**src/rtl/alu_operand_stage.sv**
```systemverilog
// ALU operand-select stage: resolves DATA0/DATA1/STORE_DATA per opcode and holds them in a
// 2-entry skid buffer. Define OPSTAGE_FWD_EN to enable EX/MEM result forwarding on r1/r2.
module alu_operand_stage #(
    parameter int unsigned XLEN = 32  // must be >= 32
) (
    input  logic            clk_i,
    input  logic            rst_ni,
    input  logic            flush_i,
    input  logic            in_valid_i,
    output logic            in_ready_o,
    input  logic [6:0]      opcode_i,
    input  logic [2:0]      funct3_i,
    input  logic [4:0]      rs1_i,
    input  logic [4:0]      rs2_i,
    input  logic [XLEN-1:0] rs1_data_i,
    input  logic [XLEN-1:0] rs2_data_i,
    input  logic [31:0]     pc_i,
    input  logic [11:0]     imm12_i,
    input  logic [19:0]     u_imm20_i,
    input  logic            fwd_ex_valid_i,
    input  logic            fwd_mem_valid_i,
    input  logic [4:0]      fwd_ex_rd_i,
    input  logic [4:0]      fwd_mem_rd_i,
    input  logic [XLEN-1:0] fwd_ex_data_i,
    input  logic [XLEN-1:0] fwd_mem_data_i,
    output logic            out_valid_o,
    input  logic            out_ready_i,
    output logic [XLEN-1:0] data0_o,
    output logic [XLEN-1:0] data1_o,
    output logic [XLEN-1:0] store_data_o,
    output logic [6:0]      out_opcode_o,
    output logic [2:0]      out_funct3_o
);

    localparam logic [6:0] OpcOpImm  = 7'b0010011;
    localparam logic [6:0] OpcOp     = 7'b0110011;
    localparam logic [6:0] OpcBranch = 7'b1100011;
    localparam logic [6:0] OpcLoad   = 7'b0000011;
    localparam logic [6:0] OpcStore  = 7'b0100011;
    localparam logic [6:0] OpcLui    = 7'b0110111;
    localparam logic [6:0] OpcAuipc  = 7'b0010111;
    localparam logic [6:0] OpcJal    = 7'b1101111;
    localparam logic [6:0] OpcJalr   = 7'b1100111;

    typedef struct packed {
        logic [XLEN-1:0] data0;
        logic [XLEN-1:0] data1;
        logic [XLEN-1:0] store_data;
        logic [6:0]      opcode;
        logic [2:0]      funct3;
    } entry_t;

    typedef enum logic [1:0] {StEmpty, StOne, StTwo} state_e;

    logic [XLEN-1:0] r1, r2;
    logic [XLEN-1:0] imm_i, imm_u, pc_ext, shamt, link;
    entry_t          entry_in;

    assign imm_i  = XLEN'($signed(imm12_i));
    assign imm_u  = XLEN'($signed({u_imm20_i, 12'h000}));
    assign pc_ext = XLEN'(pc_i);
    assign shamt  = XLEN'(rs2_i);
    assign link   = XLEN'(32'd4);

`ifdef OPSTAGE_FWD_EN
    always_comb begin
        r1 = rs1_data_i;
        r2 = rs2_data_i;
        if (fwd_ex_valid_i && (fwd_ex_rd_i == rs1_i)) begin
            r1 = fwd_ex_data_i;
        end else if (fwd_mem_valid_i && (fwd_mem_rd_i == rs1_i)) begin
            r1 = fwd_mem_data_i;
        end
        if (fwd_ex_valid_i && (fwd_ex_rd_i == rs2_i)) begin
            r2 = fwd_ex_data_i;
        end else if (fwd_mem_valid_i && (fwd_mem_rd_i == rs2_i)) begin
            r2 = fwd_mem_data_i;
        end
        // x0 always reads zero, even if a producer claims to write it
        if (rs1_i == 5'd0) r1 = '0;
        if (rs2_i == 5'd0) r2 = '0;
    end
`else
    always_comb begin
        r1 = rs1_data_i;
        r2 = rs2_data_i;
        if (rs1_i == 5'd0) r1 = '0;
        if (rs2_i == 5'd0) r2 = '0;
    end

    logic unused_fwd;
    assign unused_fwd = ^{fwd_ex_valid_i, fwd_mem_valid_i, fwd_ex_rd_i, fwd_mem_rd_i,
                          fwd_ex_data_i, fwd_mem_data_i};
`endif

    always_comb begin
        entry_in.data0      = r1;
        entry_in.data1      = r2;
        entry_in.store_data = r2;
        entry_in.opcode     = opcode_i;
        entry_in.funct3     = funct3_i;
        case (opcode_i)
            OpcOpImm: begin
                entry_in.data1 = ((funct3_i == 3'b001) || (funct3_i == 3'b101)) ? shamt : imm_i;
            end
            OpcOp, OpcBranch: entry_in.data1 = r2;
            OpcLoad, OpcStore: entry_in.data1 = imm_i;
            OpcLui: begin
                entry_in.data0 = '0;
                entry_in.data1 = imm_u;
            end
            OpcAuipc: begin
                entry_in.data0 = pc_ext;
                entry_in.data1 = imm_u;
            end
            OpcJal, OpcJalr: begin
                entry_in.data0 = pc_ext;
                entry_in.data1 = link;
            end
            default: entry_in.data1 = r2;
        endcase
    end

    state_e state_q, state_d;
    entry_t main_q, main_d, skid_q, skid_d;
    logic   in_ready_q, in_ready_d;
    logic   accept, drain;

    assign accept = in_valid_i & in_ready_q;
    assign drain  = out_valid_o & out_ready_i;

    always_comb begin
        state_d = state_q;
        main_d  = main_q;
        skid_d  = skid_q;
        if (flush_i) begin
            state_d = StEmpty;
        end else begin
            unique case (state_q)
                StEmpty: begin
                    if (accept) begin
                        main_d  = entry_in;
                        state_d = StOne;
                    end
                end
                StOne: begin
                    if (accept && drain) begin
                        main_d = entry_in;
                    end else if (accept) begin
                        skid_d  = entry_in;
                        state_d = StTwo;
                    end else if (drain) begin
                        state_d = StEmpty;
                    end
                end
                StTwo: begin
                    if (drain) begin
                        main_d  = skid_q;
                        state_d = StOne;
                    end
                end
                default: state_d = StEmpty;
            endcase
        end
        in_ready_d = (state_d != StTwo);
    end

    always_ff @(posedge clk_i or negedge rst_ni) begin
        if (!rst_ni) begin
            state_q    <= StEmpty;
            in_ready_q <= 1'b1;
            main_q     <= '0;
            skid_q     <= '0;
        end else begin
            state_q    <= state_d;
            in_ready_q <= in_ready_d;
            main_q     <= main_d;
            skid_q     <= skid_d;
        end
    end

    assign in_ready_o   = in_ready_q;
    assign out_valid_o  = (state_q != StEmpty);
    assign data0_o      = main_q.data0;
    assign data1_o      = main_q.data1;
    assign store_data_o = main_q.store_data;
    assign out_opcode_o = main_q.opcode;
    assign out_funct3_o = main_q.funct3;

endmodule
```
**config.mk**
```make
export PLATFORM = sky130hd
export DESIGN_NAME = alu_operand_stage
export DESIGN_NICKNAME = d
export VERILOG_FILES = /design/src/rtl/alu_operand_stage.sv
export SDC_FILE = /design/constraint.sdc
export NUM_CORES = 1
export LEC_CHECK = 0
export ABC_CLOCK_PERIOD_IN_PS = 4700
export CAP_MARGIN = 15
export CORE_MARGIN = 1
export CORE_UTILIZATION = 41
export DETAILED_ROUTE_END_ITERATION = 12
export PLACE_DENSITY = 0.85
export SYNTH_ARGS = -nofsm -noshare
export SYNTH_HDL_FRONTEND = slang
export SYNTH_SLANG_ARGS = --single-unit
```
**constraint.sdc**
```tcl
create_clock -name clk_i -period 4.7 [get_ports clk_i]
set_input_delay 0.705 -clock clk_i [delete_from_list [all_inputs] [get_ports clk_i]]
set_output_delay 0.705 -clock clk_i [all_outputs]
set_load 0.02 [all_outputs]
```
==> impl_metrics.yaml <==
cts:
  worstSkewPairLatency_ns: 0.51
  ctsResizeCount: 0
  cts_tree: "done"
  cts_root_buffer: "clkbuf_16"
  postCtsHoldBufs: 0
  post_cts_buffers: 0
  numCtsBuffers: 24
  cts.clk_slew.worst_paths_ns: 0.06
  clkSinkCount: 215
  cts_buffer_depth: 3
  htree_levels: 1
timing:
  finalSetupViolations: 0
  fmax_mhz: 339.9
  hold_viol: 0
  period_share_pct: 62.59
  skew_ns: 0.01178
  tns_ns: 0
  fin_hold_ws_ns: 0.2193
  worst_pin_slew_ns: 1.154
  slew_headroom_pct: 23.06
  period_needed_ns: 2.942
  slew_violations: 0
  rsz0062_at_grt: "false"
setup_path:
  endpoint_kind: "flip-flop"
  cp.arrival_ns: 3.32
  critical_path.max_stage_delay_ns: 0.66
  crit_type: "input pin to flip-flop"
  worst_ep_required_time_ns: 5.08
  start_kind: "input pin"
  crit_slowest_cell: "or2_2"
  worst_path_dominant_cell_family: "buffers and inverters"
  crit_path_max_fanout: 40
  crit_buf_inv: 2
  worstPathCellList: "clkdlybuf4s50_1, nor2b_1, nand2b_1, or2_2, a21oi_2, buf_4, a211oi_1"
detailed_routing:
  drtPass1Iterations: 8
  routedWlPerCell_um: 18.16
  drc: 0
  drtIter0Drc: 653
  viasPerCell: 5.574
  wl_um: 28930
  ant_nets: 0
  via_count: 8880
yosys:
  syn-num-nets: 1276
  seq_area_frac_synth_pct: 55.93
  ys_top_cells_by_area: "dfrtp_1, nand2_1, nor2_1"
  syn-instance-count: 1047
  synth_flop_cell: "dfrtp_1"
  async_flop_share_pct: 100.0
  synth_cell_types: 42
  synth-compound-area-share_pct: 20.05
  synth_most_common_cell: "dfrtp_1"
  synthTopCellsByCount: "dfrtp_1, nand2_1, nor2_1"
  synth_top_cell_by_area: "dfrtp_1"
  synth-seq-cells: 215
  synth_warnings: 0
  synth_area_um2: 9622
  synth_xor_area_share_pct: 0.09103
  yosys.area_share.simple_pct: 19.51
  synth_edf_count: 0
  synthAdderAreaFrac_pct: 0
  synth_top_family_by_area: "compound AO/OA/AOI/OAI gates"
  yosys.area.top_type_share_pct: 55.66
  avgSynthCellArea_um2: 9.190
  synthMuxAreaShare_pct: 0.1040
cells_and_area:
  drive_above_1_share_pct: 7.662
  final_cell_area_um2: 13300
  regArea_um2: 5381
  area_growth_pct: 38.21
  nets: 1490
  multi_input_area_um2: 3875
  fillCellCount: 1931
global_route:
  grt_usage_pct: 24.10
  antenna_found_initial: 1
  globalRouteOverflowTotal: 0
  grt_max_degree: 105
  grt_pass1_vias: 8724
  grt_pass1_wl_um: 46250
die:
  core_area_um2: 22850
  rows: 55
  die_area_um2: 24080
  die_w_um: 155.2
  initial_utilization_pct: 42.11
  pin_count: 337
  die_h_um: 155.2
run:
  max_cap_violations: 0
status:
  status: "finished, final reports clean"
hold_path:
  hold_path.class: "input pin to async pin"
power:
  p_seq_share_pct: 42.2
  comb_power_share_pct: 24.3
  p_leak_uw: 0.005638
  p_clk_share_pct: 33.5
  power.density_nw_per_um2: 454.9
  peakVddDrop_v: 0.0002859
  p_total_uw: 6049
  p_int_uw: 4251
  power_switching_uw: 1798
  swShare_pct: 29.73
placed_design:
  place_area_um2: 12430
  hpwl_um: 18650
  portBuffers: 260
  gp_congestion: 0.8479
## flip-flops by register name (all words and copies together) (netlist names)
register      cells
skid_q          106
data0_o          32
data1_o          32
store_data_o     32
out_opcode_o      7
out_funct3_o      3
state_q           2
in_ready_o        1
## cells in the final DEF, fill, tap and decap left out, types with 3 or more instances in the layout
master | netlist | routed
clkdlybuf4s50_1 | 0 | 259
dfrtp_1 | 214 | 214
nand2_1 | 193 | 192
nor2_1 | 134 | 134
nand3_1 | 66 | 66
a21oi_1 | 65 | 62
a22oi_1 | 60 | 60
a31oi_1 | 43 | 43
o22ai_1 | 42 | 42
o21ai_0 | 29 | 29
nor3_1 | 25 | 25
clkbuf_16 | 0 | 25
a211oi_2 | 20 | 20
buf_4 | 6 | 18
o21ai_1 | 15 | 15
a32oi_1 | 7 | 7
inv_1 | 6 | 6
nand2b_1 | 5 | 4
a211oi_1 | 4 | 4
bufinv_16 | 0 | 4
clkinvlp_4 | 0 | 4
clkbuf_8 | 0 | 4
clkinv_2 | 0 | 4
clkbuf_1 | 61 | 3
## logic make-up (layout without fill, tap and decap cells)
family	count (synthesis)	in the layout
other	0	1
DFF	215	215
AOI/OAI and AO/OA	292	292
xor gates and xnor gates	1	1
buffers and inverters	97	329
and+or+nand+nor	441	441
muxes	1	1
## routing by layer
layer,vias up,share of wire (%),global-route usage (%)
met1,4321,41,31.16
li1,4098,-,-
met2,391,48,39.60
met4,0,3.7,9.991
met3,70,7.5,4.875
met5,-,0,0
## power by group through the flow
stage	sequential [uW]	clock, uW	combinational, uW
2_1_floorplan	2750	0	544
3_3_place_gp	2550	0	1430
3_5_place_dp	2570	0	1470
4_1_cts	2550	2050	1480
5_1_grt	2600	2130	1600
6_report	2550	2020	1470
## layout make-up
class	count	area share (%)
Tap cell	313	2.945
Timing Repair Buffer	279	20.78
Clock buffer	32	5.203
Antenna cell	1	0.01882
Sequential cell	215	40.47
Clock inverter	12	1.280
Multi-Input combinational cell	735	29.14
Inverter	6	0.1694
## through the flow
step                      utilization (%)  setup WS, ns  instances
after CTS                           58.19         1.787       1592
after floorplan                         -         2.565       1047
after global routing                58.19         1.614       1592
final                               58.20         1.758       1593
after global placement              54.42         1.305       1548
after detailed placement            54.42         1.261       1548
## path summary, 6_finish.rpt
check / slack (ns) / end / from / cells after the start
max: 1.76 / data1_o[31]$_DFFE_PN0P_ / out_ready_i / 7
max reg2reg: 1.96 / skid_q[66]$_DFFE_PN0P_ / in_ready_o$_DFF_PN1_ / 5
min: 0.22 / data1_o[19]$_DFFE_PN0P_ / rst_ni / 1
min in group clk_i: 0.47 / skid_q[14]$_DFFE_PN0P_ / skid_q[14]$_DFFE_PN0P_ / 2
max in group asynchronous: 3.35 / data0_o[11]$_DFFE_PN0P_ / rst_ni / 2
min reg2reg: 0.47 / skid_q[14]$_DFFE_PN0P_ / skid_q[14]$_DFFE_PN0P_ / 2
## worst reg2reg max path, cell delays in order, from the launching register on
cell and delay (ns):
dfstp_2 0.53, and3b_1 0.17, nand2_1 0.13, or3_4 0.59
a21oi_2 0.91, a21oi_1 0.21
No activity file was read; power rests on OpenSTA's default activity.
